<file path="config.mk">
export PLATFORM = sky130hd
export DESIGN_NAME = motor_cmd_sequencer_flat
export DESIGN_NICKNAME = d
export VERILOG_FILES = /design/src/rtl/motor_cmd_sequencer_pkg.sv /design/src/rtl/motor_cmd_sequencer_if.sv /design/src/rtl/motor_cmd_sequencer_sw_debounce.sv /design/src/rtl/motor_cmd_sequencer.sv /design/src/flat_wrapper.sv
export SDC_FILE = /design/constraint.sdc
export NUM_CORES = 1
export LEC_CHECK = 0
export CORE_ASPECT_RATIO = 1.5
export CORE_MARGIN = 3
export CORE_UTILIZATION = 51
export CTS_CLUSTER_DIAMETER = 100
export CTS_CLUSTER_SIZE = 20
export DETAILED_ROUTE_END_ITERATION = 7
export PLACE_DENSITY_LB_ADDON = 0.3
export SYNTH_ARGS = -nofsm -noshare
export SYNTH_HDL_FRONTEND = slang
export SYNTH_SLANG_ARGS = --single-unit
</file>
<file path="constraint.sdc">
create_clock -name W5 -period 3.86 [get_ports W5]
set_clock_uncertainty 0.15 [all_clocks]
set_input_delay 0.772 -clock W5 [delete_from_list [all_inputs] [get_ports W5]]
set_output_delay 0.772 -clock W5 [all_outputs]
set_load 0.02 [all_outputs]
</file>
<file path="src/rtl/motor_cmd_sequencer_pkg.sv">
// Shared types and defaults for the motor command sequencer.
// Contents: FSM state encoding, direction pair constants (bit1 = IN1/fwd, bit0 = IN2/rev),
// default duty codes and a multi-hot helper used by the switch decoder.
package motor_cmd_pkg;

   typedef enum logic [1:0] {
      ST_STOP = 2'd0,
      ST_FWD  = 2'd1,
      ST_REV  = 2'd2,
      ST_DEAD = 2'd3
   } state_t;

   typedef logic [1:0] dir_t;
   localparam dir_t DIR_COAST = 2'b00;
   localparam dir_t DIR_FWD   = 2'b10;
   localparam dir_t DIR_REV   = 2'b01;

   localparam logic [7:0] DEF_DUTY_100 = 8'd255;
   localparam logic [7:0] DEF_DUTY_75  = 8'd192;
   localparam logic [7:0] DEF_DUTY_50  = 8'd128;
   localparam logic [7:0] DEF_DUTY_25  = 8'd64;

   // True when two or more bits are set (clearing the lowest set bit leaves something).
   function automatic logic multi_hot(input logic [7:0] v);
      return |(v & (v - 8'd1));
   endfunction

endpackage

</file>
<file path="src/rtl/motor_cmd_sequencer_if.sv">
// Command bus between the switch bank and the PWM/L298 stage.
// Signals: sw (raw switches), duty, dir_fwd, dir_rev, cmd_valid (change strobe), fault.
// master drives the switches and observes the command; slave is the sequencer side.
interface motor_cmd_sequencer_if;
   logic [7:0] sw;
   logic [7:0] duty;
   logic       dir_fwd;
   logic       dir_rev;
   logic       cmd_valid;
   logic       fault;

   modport master (output sw, input duty, dir_fwd, dir_rev, cmd_valid, fault);
   modport slave  (input sw, output duty, dir_fwd, dir_rev, cmd_valid, fault);
endinterface

</file>
<file path="src/rtl/motor_cmd_sequencer_sw_debounce.sv">
// Two-flop synchronizer plus whole-vector debounce for a bank of switches.
// Ports: clk, rst (async active-high), raw[WIDTH-1:0] in, stable[WIDTH-1:0] out.
// Latency: 2 sync cycles + DEBOUNCE_CYCLES of an unchanged vector before stable updates.
module sw_debounce #(
   parameter int WIDTH           = 8,
   parameter int DEBOUNCE_CYCLES = 1000000
) (
   input  logic             clk,
   input  logic             rst,
   input  logic [WIDTH-1:0] raw,
   output logic [WIDTH-1:0] stable
);

   localparam int CW = (DEBOUNCE_CYCLES > 1) ? $clog2(DEBOUNCE_CYCLES) : 1;
   localparam logic [CW-1:0] CNT_LAST = CW'(DEBOUNCE_CYCLES - 1);

   logic [WIDTH-1:0] sync1;
   logic [WIDTH-1:0] sync2;
   logic [WIDTH-1:0] cand;
   logic [CW-1:0]    cnt;

   // Any bit change restarts the whole-vector count; once the count reaches
   // its last value it parks there, so it never wraps into a false accept.
   always_ff @(posedge clk or posedge rst) begin
      if (rst) begin
         sync1  <= '0;
         sync2  <= '0;
         cand   <= '0;
         cnt    <= '0;
         stable <= '0;
      end else begin
         sync1 <= raw;
         sync2 <= sync1;
         if (sync2 != cand) begin
            cand <= sync2;
            cnt  <= '0;
         end else if (cnt == CNT_LAST) begin
            stable <= cand;
         end else begin
            cnt <= cnt + 1'b1;
         end
      end
   end

endmodule

</file>
<file path="src/rtl/motor_cmd_sequencer.sv">
// Switch-to-motor command sequencer: debounce, decode, reversal dead-time interlock.
// Ports: W5 clock, U18 async active-high reset, bus (slave): sw in; duty/dir_fwd/dir_rev/cmd_valid/fault out.
// Latency: debounced vector to outputs 1 cycle; reversal inserts DEADTIME_CYCLES of coast. Optional macro MOTOR_SOFT_START_EN ramps duty up.
module motor_cmd_sequencer
   import motor_cmd_pkg::*;
#(
   parameter int         DEBOUNCE_CYCLES = 1000000,
   parameter int         DEADTIME_CYCLES = 5000000,
   parameter logic [7:0] DUTY_100        = DEF_DUTY_100,
   parameter logic [7:0] DUTY_75         = DEF_DUTY_75,
   parameter logic [7:0] DUTY_50         = DEF_DUTY_50,
   parameter logic [7:0] DUTY_25         = DEF_DUTY_25,
   parameter int         RAMP_CYCLES     = 100000
) (
   input  logic                  W5,
   input  logic                  U18,
   motor_cmd_sequencer_if.slave  bus
);

   if (DEBOUNCE_CYCLES < 2 || DEADTIME_CYCLES < 2 || RAMP_CYCLES < 1) begin : g_bad_param
      $error("motor_cmd_sequencer: cycle parameters out of range");
   end

   localparam int DW = $clog2(DEADTIME_CYCLES);
   localparam logic [DW-1:0] DEAD_LAST = DW'(DEADTIME_CYCLES - 1);

   logic [7:0]    stable;
   state_t        req;
   logic [7:0]    req_duty;
   logic          req_fault;
   state_t        state, state_nxt;
   logic [DW-1:0] dead_cnt;
   logic [7:0]    duty_q, duty_nxt;
   dir_t          dir_q, dir_nxt;
   logic          cmd_valid_q;
   logic          fault_q;

   sw_debounce #(
      .WIDTH           (8),
      .DEBOUNCE_CYCLES (DEBOUNCE_CYCLES)
   ) u_debounce (
      .clk    (W5),
      .rst    (U18),
      .raw    (bus.sw),
      .stable (stable)
   );

   // Only a strictly one-hot vector requests motion; zero or multi-hot falls to STOP.
   always_comb begin
      req       = ST_STOP;
      req_duty  = '0;
      req_fault = multi_hot(stable);
      case (stable)
         8'h01: begin req = ST_FWD; req_duty = DUTY_100; end
         8'h02: begin req = ST_FWD; req_duty = DUTY_75;  end
         8'h04: begin req = ST_FWD; req_duty = DUTY_50;  end
         8'h08: begin req = ST_FWD; req_duty = DUTY_25;  end
         8'h10: begin req = ST_REV; req_duty = DUTY_100; end
         8'h20: begin req = ST_REV; req_duty = DUTY_75;  end
         8'h40: begin req = ST_REV; req_duty = DUTY_50;  end
         8'h80: begin req = ST_REV; req_duty = DUTY_25;  end
         default: ;
      endcase
   end

   // Direction can only flip through DEAD; the dead-time count ignores req changes.
   always_comb begin
      state_nxt = state;
      case (state)
         ST_STOP: state_nxt = req;
         ST_FWD:  state_nxt = (req == ST_REV) ? ST_DEAD : req;
         ST_REV:  state_nxt = (req == ST_FWD) ? ST_DEAD : req;
         ST_DEAD: if (dead_cnt == DEAD_LAST) state_nxt = req;
         default: state_nxt = ST_STOP;
      endcase
   end

`ifdef MOTOR_SOFT_START_EN
   localparam int RW = (RAMP_CYCLES > 1) ? $clog2(RAMP_CYCLES) : 1;
   localparam logic [RW-1:0] RAMP_LAST = RW'(RAMP_CYCLES - 1);

   logic [RW-1:0] ramp_cnt;
   logic          ramp_step;
   logic          run_nxt;

   assign ramp_step = (ramp_cnt == RAMP_LAST);
   assign run_nxt   = (state_nxt == ST_FWD) || (state_nxt == ST_REV);

   // Counts only while climbing towards a higher target; any other case rearms it.
   always_ff @(posedge W5 or posedge U18) begin
      if (U18) begin
         ramp_cnt <= '0;
      end else if (run_nxt && (req_duty > duty_q) && !ramp_step) begin
         ramp_cnt <= ramp_cnt + 1'b1;
      end else begin
         ramp_cnt <= '0;
      end
   end
`endif

   // Outputs are decoded from the next state so they register together with it.
   always_comb begin
      dir_nxt  = DIR_COAST;
      duty_nxt = '0;
      case (state_nxt)
         ST_FWD:  dir_nxt = DIR_FWD;
         ST_REV:  dir_nxt = DIR_REV;
         default: dir_nxt = DIR_COAST;
      endcase
      if (state_nxt == ST_FWD || state_nxt == ST_REV) begin
`ifdef MOTOR_SOFT_START_EN
         if (req_duty < duty_q) begin
            duty_nxt = req_duty;
         end else if ((req_duty > duty_q) && ramp_step) begin
            duty_nxt = duty_q + 8'd1;
         end else begin
            duty_nxt = duty_q;
         end
`else
         duty_nxt = req_duty;
`endif
      end
   end

   always_ff @(posedge W5 or posedge U18) begin
      if (U18) begin
         state       <= ST_STOP;
         dead_cnt    <= '0;
         duty_q      <= '0;
         dir_q       <= DIR_COAST;
         cmd_valid_q <= 1'b0;
         fault_q     <= 1'b0;
      end else begin
         state       <= state_nxt;
         duty_q      <= duty_nxt;
         dir_q       <= dir_nxt;
         cmd_valid_q <= (duty_nxt != duty_q) || (dir_nxt != dir_q);
         fault_q     <= req_fault;
         if (state == ST_DEAD && dead_cnt != DEAD_LAST) begin
            dead_cnt <= dead_cnt + 1'b1;
         end else begin
            dead_cnt <= '0;
         end
      end
   end

   assign bus.duty      = duty_q;
   assign bus.dir_fwd   = dir_q[1];
   assign bus.dir_rev   = dir_q[0];
   assign bus.cmd_valid = cmd_valid_q;
   assign bus.fault     = fault_q;

endmodule

</file>
<file path="src/flat_wrapper.sv">
// flat-port wrapper written by rule: the top's interface ports become plain ports
module motor_cmd_sequencer_flat import motor_cmd_pkg::*;
#(
   parameter int         DEBOUNCE_CYCLES = 1000000,
   parameter int         DEADTIME_CYCLES = 5000000,
   parameter logic [7:0] DUTY_100        = DEF_DUTY_100,
   parameter logic [7:0] DUTY_75         = DEF_DUTY_75,
   parameter logic [7:0] DUTY_50         = DEF_DUTY_50,
   parameter logic [7:0] DUTY_25         = DEF_DUTY_25,
   parameter int         RAMP_CYCLES     = 100000
)
  (W5, U18, bus_sw, bus_duty, bus_dir_fwd, bus_dir_rev, bus_cmd_valid, bus_fault);
  motor_cmd_sequencer_if bus_i ();
  input  logic W5;
  input  logic U18;
  input wire logic [$bits(bus_i.sw)-1:0] bus_sw;
  output wire logic [$bits(bus_i.duty)-1:0] bus_duty;
  output wire logic [$bits(bus_i.dir_fwd)-1:0] bus_dir_fwd;
  output wire logic [$bits(bus_i.dir_rev)-1:0] bus_dir_rev;
  output wire logic [$bits(bus_i.cmd_valid)-1:0] bus_cmd_valid;
  output wire logic [$bits(bus_i.fault)-1:0] bus_fault;
  assign bus_i.sw = bus_sw;
  assign bus_duty = bus_i.duty;
  assign bus_dir_fwd = bus_i.dir_fwd;
  assign bus_dir_rev = bus_i.dir_rev;
  assign bus_cmd_valid = bus_i.cmd_valid;
  assign bus_fault = bus_i.fault;
  motor_cmd_sequencer #(.DEBOUNCE_CYCLES(DEBOUNCE_CYCLES), .DEADTIME_CYCLES(DEADTIME_CYCLES), .DUTY_100(DUTY_100), .DUTY_75(DUTY_75), .DUTY_50(DUTY_50), .DUTY_25(DUTY_25), .RAMP_CYCLES(RAMP_CYCLES)) u_core (.W5(W5), .U18(U18), .bus(bus_i));
endmodule
</file>
==> run metrics, run 1 <==
setup TNS 0 ns; Worst setup EP type register; GRT overflow 0; reg-to-reg setup timing slack 0.48 ns; Crit Path Class register to register; Initial DRT Pass Iterations 4; number of synthesized flops with an enable pin 0; leading area contributor after synthesis dfrtp_1; fmax 0.296 GHz; Synth cell types 44; met2 routed WL 3.25 mm; Req. time, crit path 3.97 ns; Async SR Flop Fraction 100%; delay-heaviest family, CP simple AND/OR/NAND/NOR gates; Max stage delay cell, worst path dfrtp_1; cell with the most instances after synthesis dfrtp_1; Tcrit/Tclk final 87.4%; Hold Startpoint u_core.u_debounce.sync1[7]; Worst Hold Class register to register; dpl hpwl 4.36 mm; CTS root buf clkbuf_8; Max IR drop VDD 0.239 mV; CP arrival 3.48 ns; # diodes 0; WL final 6.36 mm; GRT Resource Usage Total 16.4%; CP Launch Type register; IO Pins 22; TritonCTS clock tree done; largest net degree at the start of global routing 44; DRC 0; crit path from u_core.dead_cnt[0]; crit-path max cell delay 0.42 ns; Commonest cells post-synth dfrtp_1, nor2_1, xor2_1, nand2_1, nand3_1; Chip Width 76.4 µm; Post-CTS Hold Buffers 0; Skew-Pair Late Insertion Delay 0.37 ns; layout net count 376; Synth area leaders dfrtp_1, xor2_1, nor2_1; post-CTS setup buffers 0; Seq/Total Area, Yosys 55.5%; number of global-route vias before repair 2524; Via Count 2473; worst setup margin 0.485 ns; P&R area growth vs syn 12.1%; RSZ-0062 raised after global routing no; post-synthesis cell count 351; Inserted Clock Buffers 9; Initial Utilization 53.8%; PortBufs 21; max-cap viol count 0; CTS clk-pin slew, worst paths 0.10 ns; wire per inst 13.7 µm; 1st-iter DRT viols 209; Primary FF master, synth dfrtp_1; CP Depth 11; antenna violations before repair 0; CTS HTree Levels 3; share of the synthesized area in the top cell type 55.5%; post-cts sizing count 0; vias per inst 5.33; Site Rows 37; pre-CTS setup slack 0.474 ns; syn nets 365; Slew Viols, Final 0; gpl congestion 0.799; Die ar. 8520 µm²; DRT antenna net count 0; Avg Inst Size Synth 10.8 µm²; Clock Path Buffers 2; Ys Warns 0; layout cells sized above 1 9.54%; r2r endpoint u_core.bus.cmd_valid; Core ar. 7040 µm²; post-route minimum period 3.38 ns; cells on worst reg2reg path 11; Worst-Margin Slew 0.904 ns; die height 112 µm; uppermost routed layer met4; CTS sink cnt 84; PwrDens 368 nW/µm²; met1 wire length 2.79 mm; cells along the critical path ha_1 > nand3_1 > or2_2 > o311ai_4 > o311ai_0 > ha_1 > or4_1 > nor4b_2 > xor2_1 > nor3_1 > nand3_1; synthesized area 3790 µm²; end point of the critical path u_core.bus.cmd_valid; Yosys reg bits 84; run status completed; Final setup violation count 0; Slew headroom 39.1%; fillcell total 575; Fin. Hold Viols 0; CP Max Fanout 5; cell count of the worst hold path 0; global-route wire length before repair 11.3 mm; Reg-to-Reg Start u_core.dead_cnt[0]; Leak 1.76 nW; Bufs and invs on worst path 0; WL met3 188 µm
worst min path at each step:
stage	to	slack [ns]
finish	u_core.u_debounce.sync2[7]	0.21
global route	u_core.u_debounce.sync2[1]	0.21
CTS	u_core.u_debounce.sync2[7]	0.21
detailed placement	u_core.u_debounce.sync2[7]	0.18
global placement	u_core.u_debounce.sync2[0]	0.18
floorplan	u_core.u_debounce.sync2[0]	0.18
report_power, final:
part           internal [mW]  switching [mW]
logic                 0.0140          0.0206
registers              0.892         0.00679
clock network          0.258           0.371
metal layers:
layer	vias up	GRT usage, %
li1	1220	-
met1	1201	19.7
met2	43	27.9
met3	9	3.48
met4	0	8.22
met5	-	0
layout by cell type (no fill, tap or decap), types with 3 or more instances in the layout:
master and n:
dfrtp_1 84, nor2_1 56, xor2_1 37, nand2_1 21, clkdlybuf4s50_1 21, nand3_1 19
xnor2_1 14, nand4_1 9, clkbuf_8 9, nor3_1 8, mux2_2 8, o21ai_0 8
and3_1 7, nor4_1 6, and4_1 5, a21oi_1 4, ha_1 4, inv_1 3
o21a_1 3, inv_8 3
cell type report:
class / instances / area, µm² / area share, %
multi-input combinational: 239 / 1560 / 36.7
clock inverter: 7 / 76.3 / 1.80
clock buffer: 9 / 124 / 2.92
sequential: 84 / 2100 / 49.5
inverter: 4 / 16.3 / 0.383
tap: 97 / 121 / 2.86
timing repair buffer: 24 / 245 / 5.78
sequential cells by signal, summed over array words and instances, names as in the netlist:
| register | flops |
|---|---|
| u_core.bus.cmd_valid | 1 |
| u_core.bus.duty | 3 |
| u_core.bus.fault | 1 |
| u_core.dead_cnt | 23 |
| u_core.dir_q | 2 |
| u_core.state | 2 |
| u_core.u_debounce.cand | 8 |
| u_core.u_debounce.cnt | 20 |
| u_core.u_debounce.stable | 8 |
| u_core.u_debounce.sync1 | 8 |
| u_core.u_debounce.sync2 | 8 |
cell families (layout without fill, tap and decap cells):
logic type	after synthesis	in the layout	share of synthesized area [%]
AOI/OAI and AO/OA	27	27	5.35
and+or+nand+nor	147	147	19.8
adders and majority gates	4	4	1.32
buffers and inverters	28	44	3.34
muxes	10	10	2.91
xor gates and xnor gates	51	51	11.8
DFF	84	84	55.5
stage by stage:
stage               hold slack [ns]  instances  area [µm²]  total power, mW  utilization (%)
finish                        0.207        464        4240             1.56             60.3
CTS                           0.208        464        4240             1.58             60.3
global route                  0.214        464        4240             1.62             60.3
floorplan                     0.181        351        3790            0.936                -
detailed placement            0.185        448        4040            0.953             57.5
global placement              0.182        448        4040            0.951             57.5
Note: power is estimated with default switching activity, not from simulation.
==> inputs of run 2 (changes only) <==
- CTS_CLUSTER_DIAMETER: 100 -> 120
- SYNTH_HIERARCHICAL: unset -> 1
==> run metrics, run 2 <==
largest net degree at the start of global routing 53; share of the synthesized area in the top cell type 52.8%; GRT Resource Usage Total 16.3%; post-synthesis cell count 362; run status completed; Post-CTS Hold Buffers 0; Final setup violation count 0; # diodes 0; crit-path max cell delay 0.64 ns; Top Registers u_core/dead_cnt: 23 flops, u_core/u_debounce/cnt: 20 flops; Max stage delay cell, worst path dfrtp_1; gpl congestion 0.790; Worst Hold Class register to register; wire per inst 14.0 µm; CTS clk-pin slew, worst paths 0.09 ns; Tcrit/Tclk final 84.2%; CP arrival 3.33 ns; RSZ-0062 raised after global routing no; Async SR Flop Fraction 100%; fillcell total 663; cell with the most instances after synthesis dfrtp_1; antenna violations before repair 0; reg-to-reg setup timing slack 0.61 ns; P&R area growth vs syn 9.72%; cells along the critical path xor2_1 > o21ai_1 > o21ai_0 > nand2_1 > o311ai_0 > ha_1 > or4_4 > o41ai_4 > xnor2_1 > nand3_1; Commonest cells post-synth dfrtp_1, nor2_1, xor2_1, nand2_1, xnor2_1; Synth area leaders dfrtp_1, xor2_1, nor2_1; CTS HTree Levels 3; CP Launch Type register; DRT antenna net count 0; DRC 0; Fin. Hold Viols 0; total power 1.56 mW; Largest Register u_core/dead_cnt; most frequent cells in the layout dfrtp_1, nor2_1, xor2_1; syn nets 376; Core ar. 7420 µm²; Site Rows 38; CTS root buf clkbuf_8; Yosys reg bits 84; Worst-Margin Slew 1.04 ns; layout cells sized above 1 10.7%; Max IR drop VDD 0.304 mV; post-cts sizing count 0; Ys Warns 6; post-CTS setup buffers 0; number of synthesized flops with an enable pin 0; Slew headroom 30.5%; Skew-Pair Late Insertion Delay 0.35 ns; GRT overflow 0; Initial DRT Pass Iterations 4; IO Pins 22; Clock Path Buffers 2; Leak 1.88 nW; Chip Width 78.1 µm; Primary FF master, synth dfrtp_1; number of global-route vias before repair 2582; Seq/Total Area, Yosys 52.8%; PortBufs 21; PwrDens 357 nW/µm²; WL final 6.62 mm; 1st-iter DRT viols 159; commonest non-fill, non-tap cell in the layout dfrtp_1; Initial Utilization 53.6%; Largest register FFs 23; Worst setup EP type register; Die ar. 8920 µm²; fmax 0.308 GHz; global-route wire length before repair 11.4 mm; TritonCTS clock tree done; Slew Viols, Final 0; post-route minimum period 3.25 ns; vias per inst 5.35; Crit Path Class register to register; synthesized area 3980 µm²; dpl hpwl 4.51 mm; die height 114 µm; setup TNS 0 ns; CTS sink cnt 84; Req. time, crit path 3.94 ns; leading area contributor after synthesis dfrtp_1; CP Max Fanout 10; Via Count 2538; Avg Inst Size Synth 11.0 µm²; Synth cell types 50; Inserted Clock Buffers 9; max-cap viol count 0; layout net count 384
## run 2: cell count changes in the layout (fill, tap and decap cells not counted), moves of 4 or more
cell,delta
mux2_2,-8
mux2_4,+8
inv_1,+5
nand3_1,-5
nor2_1,-5
nor3_1,+4
xnor2_1,+4
## run 2: path summary, 6_finish.rpt
check / to / from / cells past startpoint
hold / removal: u_core/u_debounce/sync2[1] / u_core/u_debounce/sync1[1] / 0
setup reg to reg: u_core/bus.cmd_valid / u_core/u_debounce/stable[3] / 10
min in group asynchronous: u_core/bus.duty[7] / U18 / 2
hold reg to reg: u_core/u_debounce/sync2[1] / u_core/u_debounce/sync1[1] / 0
max in group asynchronous: u_core/u_debounce/cnt[0] / U18 / 2
setup / recovery: u_core/bus.cmd_valid / u_core/u_debounce/stable[3] / 10
## run 2: worst max-delay path, delay by kind of cell (launching register included)
family / cells / cell delay (ns)
simple gates: 3 / 0.68
flops: 1 / 0.64
compound gates: 4 / 0.91
xor+xnor: 2 / 0.36
fa+ha+maj: 1 / 0.38
## run 2: logic make-up after synthesis
family,after synthesis,synth area share [%]
flip-flops,84,52.8
multiplexers,10,3.52
AO/OA/AOI/OAI,30,5.88
adder cells (fa/ha/maj),5,1.51
XOR/XNOR,55,12.1
AND/OR/NAND/NOR,142,19.0
buffers and inverters,36,5.10
## run 2: area by class of cell
type	instances	area, µm²	area share [%]
inverters	9	33.8	0.774
repair buffers	24	233	5.33
flip-flops and latches	84	2100	48.2
multi-input cells	242	1670	38.3
clock buffers	9	124	2.84
clock inverters	6	73.8	1.69
well taps	100	125	2.87
## run 2: where the power goes
group          switching (mW)  leakage, nW  internal (mW)  total [mW]
Combinational          0.0211        0.661         0.0128      0.0339
Sequential            0.00700         1.12          0.892       0.899
Clock                   0.324        0.100          0.303       0.627
## run 2: per-layer routing
metal,track usage (%),vias up,share of wire (%)
li1,-,1248,-
met1,19.0,1244,45
met2,28.0,37,51
met3,4.02,9,3.1
met4,7.58,0,1.4
met5,0,-,0
## run 2: per-stage QoR
stage               area [µm²]  hold WS, ns  cells  util (%)  setup slack [ns]
finish                    4360        0.204    474      58.8             0.610
global route              4360        0.212    474      58.8             0.416
CTS                       4360        0.205    474      58.8             0.618
detailed placement        4170        0.186    459      56.2             0.587
global placement          4170        0.183    459      56.2             0.795
floorplan                 3980        0.181    362         -             0.974
